===== config.mk =====
export PLATFORM = sky130hd
export DESIGN_NAME = seq_divider32_flat
export DESIGN_NICKNAME = d
export VERILOG_FILES = /design/src/rtl/seq_divider32_if.sv /design/src/rtl/seq_divider32.sv /design/src/flat_wrapper.sv
export SDC_FILE = /design/constraint.sdc
export NUM_CORES = 1
export LEC_CHECK = 0
export ABC_AREA = 1
export CORE_ASPECT_RATIO = 0.5
export CORE_MARGIN = 2
export CORE_UTILIZATION = 45
export DETAILED_ROUTE_END_ITERATION = 8
export PLACE_DENSITY_LB_ADDON = 0.12
export SYNTH_ARGS = -nofsm -noshare
export SYNTH_HDL_FRONTEND = slang
export SYNTH_SLANG_ARGS = --single-unit

===== constraint.sdc =====
create_clock -name clk -period 3.6 [get_ports clk]
set_input_delay 0.54 -clock clk [delete_from_list [all_inputs] [get_ports clk]]
set_output_delay 0.54 -clock clk [all_outputs]
set_load 0.1 [all_outputs]

===== src/rtl/seq_divider32_if.sv =====
`default_nettype none
// ============================================================================
// Module      : seq_divider32_if
// Description : Handshake and data bundle for the seq_divider32 divider.
//               master : the requester. It drives start and the operands, and
//                        receives busy, done and the results.
//               slave  : the divider itself.
//               signed_mode is present only when SIGNED_DIV_EN is defined.
// Revision    : 1.0 - initial release
// ============================================================================
interface seq_divider32_if #(
   parameter int WIDTH = 32
);
   logic             start;
   logic [WIDTH-1:0] dividend;
   logic [WIDTH-1:0] divisor;
`ifdef SIGNED_DIV_EN
   logic             signed_mode;
`endif
   logic             busy;
   logic             done;
   logic [WIDTH-1:0] quotient;
   logic [WIDTH-1:0] remainder;
   logic             div_by_zero;

   modport master (
`ifdef SIGNED_DIV_EN
      output signed_mode,
`endif
      output start, dividend, divisor,
      input  busy, done, quotient, remainder, div_by_zero
   );

   modport slave (
`ifdef SIGNED_DIV_EN
      input  signed_mode,
`endif
      input  start, dividend, divisor,
      output busy, done, quotient, remainder, div_by_zero
   );
endinterface
`default_nettype wire


===== src/rtl/seq_divider32.sv =====
`default_nettype none
// ============================================================================
// Module      : seq_divider32
// Description : Multi-cycle restoring divider. It performs one trial
//               subtraction per clock and produces WIDTH quotient bits in
//               WIDTH cycles. The borrow convention is carry = 1 means
//               no borrow.
//               The optional feature is enabled by the macro SIGNED_DIV_EN.
//               It adds bus.signed_mode, which selects two's complement
//               operands. The core divides the magnitudes, and the signs are
//               applied to the results as the FSM enters FIN.
// Ports       : clk    - rising-edge clock
//               rst_n  - synchronous active-low reset
//               bus    - seq_divider32_if.slave:
//                        start, dividend, divisor, [signed_mode] in;
//                        busy, done, quotient, remainder, div_by_zero out
// Revision    : 1.0 - initial release
// ============================================================================
module seq_divider32 #(
   parameter int WIDTH = 32
) (
   input  logic               clk,
   input  logic               rst_n,
   seq_divider32_if.slave     bus
);

   localparam int                 c_cnt_w    = $clog2(WIDTH);
   localparam logic [c_cnt_w-1:0] c_cnt_init = c_cnt_w'(WIDTH - 1);

   typedef enum logic [1:0] {
      S_IDLE = 2'd0,
      S_RUN  = 2'd1,
      S_FIN  = 2'd2
   } state_t;

   state_t             r_state;
   logic [c_cnt_w-1:0] r_cnt;
   logic [WIDTH-1:0]   r_dvd;    // dividend bits shift out at the MSB, quotient bits shift in at the LSB
   logic [WIDTH-1:0]   r_dsr;
   logic [WIDTH-1:0]   r_p;      // partial remainder, always < r_dsr
   logic               r_busy;
   logic               r_done;
   logic [WIDTH-1:0]   r_quot;
   logic [WIDTH-1:0]   r_rem;
   logic               r_dbz;
`ifdef SIGNED_DIV_EN
   logic               r_neg_q;
   logic               r_neg_r;
`endif

   // The shifted partial remainder keeps the bit that leaves r_p.
   // r_p < r_dsr holds, but for divisors above 2^(WIDTH-1) the shifted value
   // can need WIDTH+1 bits.
   logic [WIDTH:0]     w_shift;
   logic               w_carry;
   logic [WIDTH-1:0]   w_p_next;
   logic [WIDTH-1:0]   w_q_next;
   logic [WIDTH-1:0]   w_a_mag;
   logic [WIDTH-1:0]   w_b_mag;

   assign w_shift  = {r_p, r_dvd[WIDTH-1]};
   assign w_carry  = (w_shift >= {1'b0, r_dsr});
   // When the trial succeeds, the difference is below r_dsr.
   // It therefore fits in WIDTH bits, so a WIDTH-bit subtract is exact.
   assign w_p_next = w_carry ? (w_shift[WIDTH-1:0] - r_dsr) : w_shift[WIDTH-1:0];
   assign w_q_next = {r_dvd[WIDTH-2:0], w_carry};

`ifdef SIGNED_DIV_EN
   logic w_neg_a;
   logic w_neg_b;
   assign w_neg_a = bus.signed_mode & bus.dividend[WIDTH-1];
   assign w_neg_b = bus.signed_mode & bus.divisor[WIDTH-1];
   assign w_a_mag = w_neg_a ? (-bus.dividend) : bus.dividend;
   assign w_b_mag = w_neg_b ? (-bus.divisor)  : bus.divisor;
`else
   assign w_a_mag = bus.dividend;
   assign w_b_mag = bus.divisor;
`endif

   always_ff @(posedge clk) begin
      if (!rst_n) begin
         r_state <= S_IDLE;
         r_cnt   <= '0;
         r_dvd   <= '0;
         r_dsr   <= '0;
         r_p     <= '0;
         r_busy  <= 1'b0;
         r_done  <= 1'b0;
         r_quot  <= '0;
         r_rem   <= '0;
         r_dbz   <= 1'b0;
`ifdef SIGNED_DIV_EN
         r_neg_q <= 1'b0;
         r_neg_r <= 1'b0;
`endif
      end else begin
         r_done <= 1'b0;
         case (r_state)
            // FIN accepts start the same way IDLE does, which allows back-to-back operations.
            S_IDLE, S_FIN: begin
               if (bus.start) begin
                  if (bus.divisor != '0) begin
                     r_state <= S_RUN;
                     r_busy  <= 1'b1;
                     r_dvd   <= w_a_mag;
                     r_dsr   <= w_b_mag;
                     r_p     <= '0;
                     r_cnt   <= c_cnt_init;
`ifdef SIGNED_DIV_EN
                     r_neg_q <= w_neg_a ^ w_neg_b;
                     r_neg_r <= w_neg_a;
`endif
                  end else begin
                     // Divide by zero: the raw dividend is the remainder in both modes.
                     r_state <= S_FIN;
                     r_done  <= 1'b1;
                     r_quot  <= '1;
                     r_rem   <= bus.dividend;
                     r_dbz   <= 1'b1;
                  end
               end else begin
                  r_state <= S_IDLE;
               end
            end

            S_RUN: begin
               r_p   <= w_p_next;
               r_dvd <= w_q_next;
               r_cnt <= r_cnt - 1'b1;
               if (r_cnt == '0) begin
                  r_state <= S_FIN;
                  r_busy  <= 1'b0;
                  r_done  <= 1'b1;
                  r_dbz   <= 1'b0;
`ifdef SIGNED_DIV_EN
                  // Negating the magnitude 2^(WIDTH-1) gives the same value.
                  // So most-negative / -1 needs no special handling.
                  r_quot  <= r_neg_q ? (-w_q_next) : w_q_next;
                  r_rem   <= r_neg_r ? (-w_p_next) : w_p_next;
`else
                  r_quot  <= w_q_next;
                  r_rem   <= w_p_next;
`endif
               end
            end

            default: begin
               r_state <= S_IDLE;
               r_busy  <= 1'b0;
            end
         endcase
      end
   end

   assign bus.busy        = r_busy;
   assign bus.done        = r_done;
   assign bus.quotient    = r_quot;
   assign bus.remainder   = r_rem;
   assign bus.div_by_zero = r_dbz;

endmodule
`default_nettype wire


===== src/flat_wrapper.sv =====
// flat-port wrapper written by rule: the top's interface ports become plain ports
module seq_divider32_flat 
#(
   parameter int WIDTH = 32
)
  (clk, rst_n, bus_start, bus_dividend, bus_divisor, bus_busy, bus_done, bus_quotient, bus_remainder, bus_div_by_zero);
  seq_divider32_if #(.WIDTH(WIDTH)) bus_i ();
  input  logic clk;
  input  logic rst_n;
  input wire logic [$bits(bus_i.start)-1:0] bus_start;
  input wire logic [$bits(bus_i.dividend)-1:0] bus_dividend;
  input wire logic [$bits(bus_i.divisor)-1:0] bus_divisor;
  output wire logic [$bits(bus_i.busy)-1:0] bus_busy;
  output wire logic [$bits(bus_i.done)-1:0] bus_done;
  output wire logic [$bits(bus_i.quotient)-1:0] bus_quotient;
  output wire logic [$bits(bus_i.remainder)-1:0] bus_remainder;
  output wire logic [$bits(bus_i.div_by_zero)-1:0] bus_div_by_zero;
  assign bus_i.start = bus_start;
  assign bus_i.dividend = bus_dividend;
  assign bus_i.divisor = bus_divisor;
  assign bus_busy = bus_i.busy;
  assign bus_done = bus_i.done;
  assign bus_quotient = bus_i.quotient;
  assign bus_remainder = bus_i.remainder;
  assign bus_div_by_zero = bus_i.div_by_zero;
  seq_divider32 #(.WIDTH(WIDTH)) u_core (.clk(clk), .rst_n(rst_n), .bus(bus_i));
endmodule

==> summary.md, run 1 <==
| Metric | Value |
|---|---|
| Worst-Margin Slew | 1.24 ns |
| Post-Syn Area per Cell | 6.49 µm² |
| Cts hold-fix bufs | 0 |
| IO Count | 134 |
| Diodes inserted | 0 |
| Nets@finish | 1,801 |
| Slowest cell delay on critical path | 0.65 ns |
| Finish-stage setup viols | 0 |
| CTS root buffer | clkbuf_16 |
| Sequential share of power | 0.373 |
| DR WL/cell | 16.7 µm |
| DRT iter0 DRCs | 1,048 |
| Via-to-Cell Ratio | 5.27 |
| Buf+Inv Stages, Crit Path | 3 |
| RSZ-0062 raised after global routing | false |
| Final Wtd Congestion | 0.947 |
| Yosys reg bits | 170 |
| Tmin final | 2.77 ns |
| Core Util, Final | 0.549 |
| Gr usage total | 0.277 |
| Crit path DAT | 3.18 ns |
| Setup WS pre-CTS | 0.336 ns |
| HPWL after DPL | 25.1 mm |
| F_max | 361 MHz |
| CTS sink cnt | 170 |
| Starting Density | 0.459 |
| P_int | 3520 µW |
| Switching power | 2020 µW |
| CTS Buffer Depth | 2 |
| Largest net degree at the start of global routing | 102 |
| Cells after synthesis | 1,616 |
| Die area | 0.0246 mm² |
| Std-Cell Rows | 39 |
| Initial antenna violation count | 1 |
| Grt ovf | 0 |
| Area delta synth->final | 19.5% |
| Die span in y | 112 µm |
| Status | finished clean |
| Setup_tns | 0 ns |
| Final worst-path cycle share | 0.770 |
| Max-cap violations | 0 |
| Port buffer count | 133 |
| Most common cell after layout, fill and taps aside | nand2_1 |
| Worst path required time | 4.00 ns |
| Filler cells | 2,297 |
| Clock transition at path regs | 0.08 ns |
| Crit path max fanout | 64 |
| Worst min path class | reg2reg |
| Sw Ratio | 0.365 |
| # resized after CTS | 0 |
| H-Tree Depth | 4 |
| Mapped Area | 0.0105 mm² |
| Max VDD drop | 0.000332 V |
| Vias | 10,600 |
| Worst setup margin | 0.828 ns |
| Post-Route WL | 33.7 mm |
| Post-DRT Antenna Nets | 0 |
| Crit path max-delay family | simple AND/OR/NAND/NOR gates |
| CTS tree | built |
| Hold Slack | 0.463 ns |
| Worst setup EP type | register |
| Kind of critical path | in2reg |
| Detailed-route DRC error count | 0 |
| Synth unique cells | 39 |
| Pre-antenna DRT Iters | 5 |
| Slew Limit Fails | 0 |
| Synth warnings | 0 |
| Number of cells after detailed placement | 1,988 |
| Worst Skew | 0.0184 ns |
| Final Hold Viols | 0 |
| Relative slew slack | 0.173 |
| Die width | 220 µm |
| Setup Fix Bufs, Post-CTS | 0 |
| Clock buffer count from CTS | 17 |
| Worst skew pair latency | 0.46 ns |
| Comb pwr share | 0.270 |
| Leakage | 0.00637 µW |
| Fin cells | 2,019 |
| Clock power frac | 0.357 |
| Crit-path slowest cell | nor4_1 |
| Mapped Nets | 1,717 |
| Power density over cell area | 442 mW/mm² |
| Vias in the first global route | 9,533 |
| Commonest cells after routing, fill and taps aside | nand2_1 (414), inv_1 (312), dfxtp_1 (170) |
| Crit-path cells | clkdlybuf4s50_1 > nor4_1 > nand3b_1 > nor2_1 > nand2_2 > nand2_4 > o21ai_0 > inv_1 > nand2_1 > inv_1 |
| Setup crit start kind | input port |
| First-pass GRT wire length | 52.5 mm |
| Register area share after synthesis | 0.325 |
| Layout cells sized above 1 | 0.0678 |
| Crit-path most repeated cell | inv_1 |
| CORE AREA | 0.0228 mm² |
[metal layers]
metal,share of wire,track usage
met2,0.39,0.368
met3,0.072,0.0514
met5,0,0
met4,0.010,0.0617
met1,0.53,0.449
[cell families after synthesis]
kind of cell    after synthesis  synth area share
flops                       170             0.325
xor+xnor                     16            0.0134
fa+ha+maj                    34            0.0413
simple gates                753             0.337
buf+inv                     424             0.163
compound gates              219             0.121
[stage by stage]
| stage | total power, µW | area [µm²] |
|---|---|---|
| 6_report | 5540 | 12500 |
| 5_1_grt | 5800 | 12500 |
| 4_1_cts | 5560 | 12500 |
| 3_5_place_dp | 3580 | 11900 |
| 3_3_place_gp | 3580 | 11900 |
| 2_1_floorplan | 3170 | 10500 |
[area by class of cell]
class,instances,area (µm²),area share
Multi-Input combinational cell,1022,5390,0.430
Sequential cell,170,3400,0.272
Inverter,343,1290,0.103
Clock buffer,18,429,0.0343
Clock inverter,13,181,0.0145
Timing Repair Buffer,146,1450,0.116
Tap cell,307,384,0.0307
[registers in the layout, summed over array words and instances, names as in the netlist]
register	flops
u_core.r_state	2
u_core.bus.done	1
u_core.bus.quotient	32
u_core.r_p	32
u_core.bus.remainder	32
u_core.r_cnt	5
u_core.r_dsr	32
u_core.bus.div_by_zero	1
u_core.r_dvd	32
u_core.bus.busy	1
[path summary, 6_finish.rpt]
path | cells after the start | slack, ns | to | from
worst min-delay path | 2 | 0.46 | u_core.r_dsr[31]$_SDFFE_PN0P_ | u_core.r_dsr[31]$_SDFFE_PN0P_
worst min register to register | 2 | 0.46 | u_core.r_dsr[31]$_SDFFE_PN0P_ | u_core.r_dsr[31]$_SDFFE_PN0P_
worst max register to register | 15 | 0.85 | u_core.bus.remainder[9]$_SDFFE_PN0P_ | u_core.r_p[19]$_SDFFE_PN0P_
worst max-delay path | 10 | 0.83 | u_core.bus.remainder[3]$_SDFFE_PN0P_ | bus_divisor[3]
[power groups by stage]
stage / logic (µW) / registers, µW / clock network [µW]
finish: 1500 / 2070 / 1980
CTS: 1480 / 2070 / 2010
global placement: 1470 / 2110 / 0
detailed placement: 1470 / 2110 / 0
floorplan: 749 / 2420 / 0
global route: 1610 / 2080 / 2100
[tightest hold or removal path, delay by kind of cell (launching register included)]
family          cells  cell delay [ns]
buf+inv             1             0.06
flops               1             0.30
compound gates      1             0.06
[synth_stat cells]
library cell | number | area share
nand2_1 | 414 | 0.15
inv_1 | 313 | 0.11
dfxtp_1 | 170 | 0.32
nand3_1 | 164 | 0.078
a21oi_1 | 85 | 0.041
o21ai_0 | 58 | 0.028
nor2_1 | 49 | 0.018
nand4_1 | 43 | 0.026
clkbuf_1 | 42 | 0.015
ha_1 | 33 | 0.039
a31oi_1 | 32 | 0.019
nand3_2 | 32 | 0.031
o221ai_1 | 31 | 0.026
buf_2 | 23 | 0.011
clkinv_1 | 22 | 0.0079
xor2_1 | 15 | 0.013
nor2_2 | 12 | 0.0072
buf_4 | 10 | 0.0072
and2_1 | 8 | 0.0048
inv_2 | 8 | 0.0029
nand2_2 | 8 | 0.0048
nor3_1 | 7 | 0.0033
o21ai_1 | 6 | 0.0029
nor4_1 | 5 | 0.0030
o211ai_1 | 4 | 0.0029
buf_1 | 3 | 0.0011
buf_12 | 3 | 0.0057
nand2_4 | 2 | 0.0021
nand3_4 | 2 | 0.0033
nand3b_1 | 2 | 0.0014
nor2_4 | 2 | 0.0021
a211oi_1 | 1 | 0.00072
fa_1 | 1 | 0.0019
nand2_8 | 1 | 0.0019
nor2_8 | 1 | 0.0019
o21ai_2 | 1 | 0.00084
o21bai_1 | 1 | 0.00072
or2_2 | 1 | 0.00060
xnor2_1 | 1 | 0.00084
(Power assumes the default switching activity.)
==> inputs of run 2 (changes only) <==
==> constraint.sdc (replaced) <==
create_clock -name clk -period 2.65 [get_ports clk]
set_input_delay 0.3975 -clock clk [delete_from_list [all_inputs] [get_ports clk]]
set_output_delay 0.3975 -clock clk [all_outputs]
set_load 0.1 [all_outputs]
==> summary.md, run 2 (synthesized netlist as in run 1, its figures left out) <==
| Metric | Value |
|---|---|
| Status | finished clean |
| Buf+Inv Stages, Crit Path | 4 (+1) |
| Cell area after layout | 0.0126 mm² (+0.55%) |
| Gr usage total | 0.278 (about the same) |
| Via-to-Cell Ratio | 5.21 (-1.0%) |
| Cts hold-fix bufs | 0 (unchanged) |
| Kind of critical path | reg2reg |
| Die area | 0.0246 mm² (unchanged) |
| F_max | 402 MHz |
| Worst skew pair latency | 0.46 ns (about the same) |
| RSZ-0062 raised after global routing | false |
| Crit-path most repeated cell | nand2_1 |
| Crit-path slowest cell | dfxtp_1 |
| Detailed-route DRC error count | 0 (unchanged) |
| Commonest cells after routing, fill and taps aside | nand2_1 (414), inv_1 (312), dfxtp_1 (170) |
| Met1 usage | 0.436 (-0.0135) |
| CORE AREA | 0.0228 mm² (unchanged) |
| Tmin final | 2.48 ns |
| Power density over cell area | 602 mW/mm² (+36%) |
| Clock transition at path regs | 0.08 ns (about the same) |
| Final Wtd Congestion | 0.989 (+4.4%) |
| CTS sink cnt | 170 (unchanged) |
| Hold Slack | 0.466 ns (+0.00315 ns) |
| Worst min path class | reg2reg |
| Slew Limit Fails | 0 (unchanged) |
| CTS Buffer Depth | 2 (unchanged) |
| Clock buffer count from CTS | 17 (unchanged) |
| Grt ovf | 0 (unchanged) |
| Crit path max fanout | 22 (-66%) |
| Vias | 10,600 (-0.33%) |
| Final Hold Viols | 0 (unchanged) |
| Setup Fix Bufs, Post-CTS | 0 (unchanged) |
| GRT Max-Usage Layer | met1 |
| Setup crit start kind | register |
| Relative slew slack | 0.125 (-0.0479) |
| Setup WS pre-CTS | -0.369 ns (-0.705 ns) |
| Starting Density | 0.459 (unchanged) |
| CTS tree | built |
| CTS root buffer | clkbuf_16 |
| Port buffer count | 133 (unchanged) |
| Final worst-path cycle share | 0.938 |
| Met3 usage | 0.0626 (+0.0112) |
| Crit path DAT | 2.83 ns (-0.35 ns) |
| Leakage | 0.00662 µW (+3.9%) |
| Placed instance area | 0.0120 mm² (+0.36%) |
| DRT iter0 DRCs | 957 (-8.7%) |
| Finish-stage setup viols | 0 (unchanged) |
| Max-cap violations | 0 (unchanged) |
| Filler cells | 2,302 (+0.22%) |
| Worst setup margin | 0.165 ns (-0.663 ns) |
| Slowest cell delay on critical path | 0.46 ns (-0.19 ns) |
| Pre-antenna DRT Iters | 8 (+3) |
| Post-Route WL | 33.8 mm (+0.46%) |
| Initial antenna violation count | 0 (-1) |
| Layout cells sized above 1 | 0.115 (+0.0475) |
| Worst-Margin Slew | 1.31 ns (+0.0704 ns) |
| Worst setup EP type | register |
| Core Util, Final | 0.552 (+0.00301) |
| Worst path required time | 3.00 ns (-1.00 ns) |
| Diodes inserted | 0 (unchanged) |
| Post-DRT Antenna Nets | 0 (unchanged) |
| Crit path max-delay family | simple AND/OR/NAND/NOR gates |
| Met2 GRT Util | 0.385 (+0.0174) |
| IO Count | 134 (unchanged) |
| Die width | 220 µm (unchanged) |
| HPWL after DPL | 25.0 mm (-0.53%) |
| Area delta synth->final | 20.1% |
| First-pass GRT wire length | 52.5 mm (about the same) |
| Worst Skew | 0.0139 ns (-0.00451 ns) |
| Vias in the first global route | 9,550 (+0.18%) |
| Max VDD drop | 0.000368 V (+11%) |
| Nets@finish | 1,814 (+0.72%) |
| Std-Cell Rows | 39 (unchanged) |
| Most common cell after layout, fill and taps aside | nand2_1 |
| Die span in y | 112 µm (unchanged) |
| Crit-path cells | ha_1 > nand2_1 > inv_1 > nand2_1 > nand2_1 > inv_1 > nand2_1 > nand2_1 > nand3_2 > nor2_8 > buf_4 > nand3_1 > o211ai_1 > inv_1 |
| DR WL/cell | 16.6 µm (-0.23%) |
| H-Tree Depth | 4 (unchanged) |
| Largest net degree at the start of global routing | 131 (+28%) |
## run 2: tightest hold or removal path: stages, from the launching register on
cell and delay (ns):
dfxtp_1 0.31, nand2_1 0.06, a21oi_1 0.05
## run 2: what timing repair did
action,4_1_cts,5_1_grt
gates resized for setup,0,2
endpoints found under the hold margin,0,0
endpoints found under the setup margin,0,59
## run 2: final timing paths
kind / from / end / slack [ns] / depth (start not counted)
worst max-delay path: u_core.r_p[23]$_SDFFE_PN0P_ / u_core.bus.quotient[0]$_SDFFE_PN0P_ / 0.17 / 14
worst min-delay path: u_core.r_cnt[4]$_SDFFE_PN0P_ / u_core.r_cnt[4]$_SDFFE_PN0P_ / 0.47 / 2
worst max register to register: u_core.r_p[23]$_SDFFE_PN0P_ / u_core.bus.quotient[0]$_SDFFE_PN0P_ / 0.17 / 14
worst min register to register: u_core.r_cnt[4]$_SDFFE_PN0P_ / u_core.r_cnt[4]$_SDFFE_PN0P_ / 0.47 / 2
## run 2: area by class of cell
class                   count  area (µm²)  area share
multi-input cells        1022        5400       0.428
flip-flops and latches    170        3400       0.270
repair buffers            159        1500       0.119
inverters                 343        1290       0.102
clock buffers              17         425      0.0338
well taps                 307         384      0.0305
clock inverters            15         201      0.0160
## run 2: metrics by stage
stage | cells | total power (µW) | setup TNS, ns
after floorplan | 1616 | 4300 | 0
after global placement | 2001 | 4890 | -41.46
after detailed placement | 2001 | 4900 | -47.94
after CTS | 2033 | 7590 | 0
after global routing | 2033 | 7920 | 0
final | 2033 | 7580 | 0
## run 2: power by group
| part | internal, µW | total, µW | leakage [µW] | switching [µW] |
|---|---|---|---|---|
| sequential | 2710 | 2810 | 0.00139 | 98.5 |
| clock | 1450 | 2700 | 0.000306 | 1250 |
| combinational | 570 | 2070 | 0.00493 | 1500 |
| total | 4730 | 7580 | 0.00662 | 2850 |
## run 2: layer usage
metal	wire length, µm	share of wire
met3	2730	0.081
met4	229	0.0068
met2	13600	0.40
met1	17300	0.51
met5	0	0
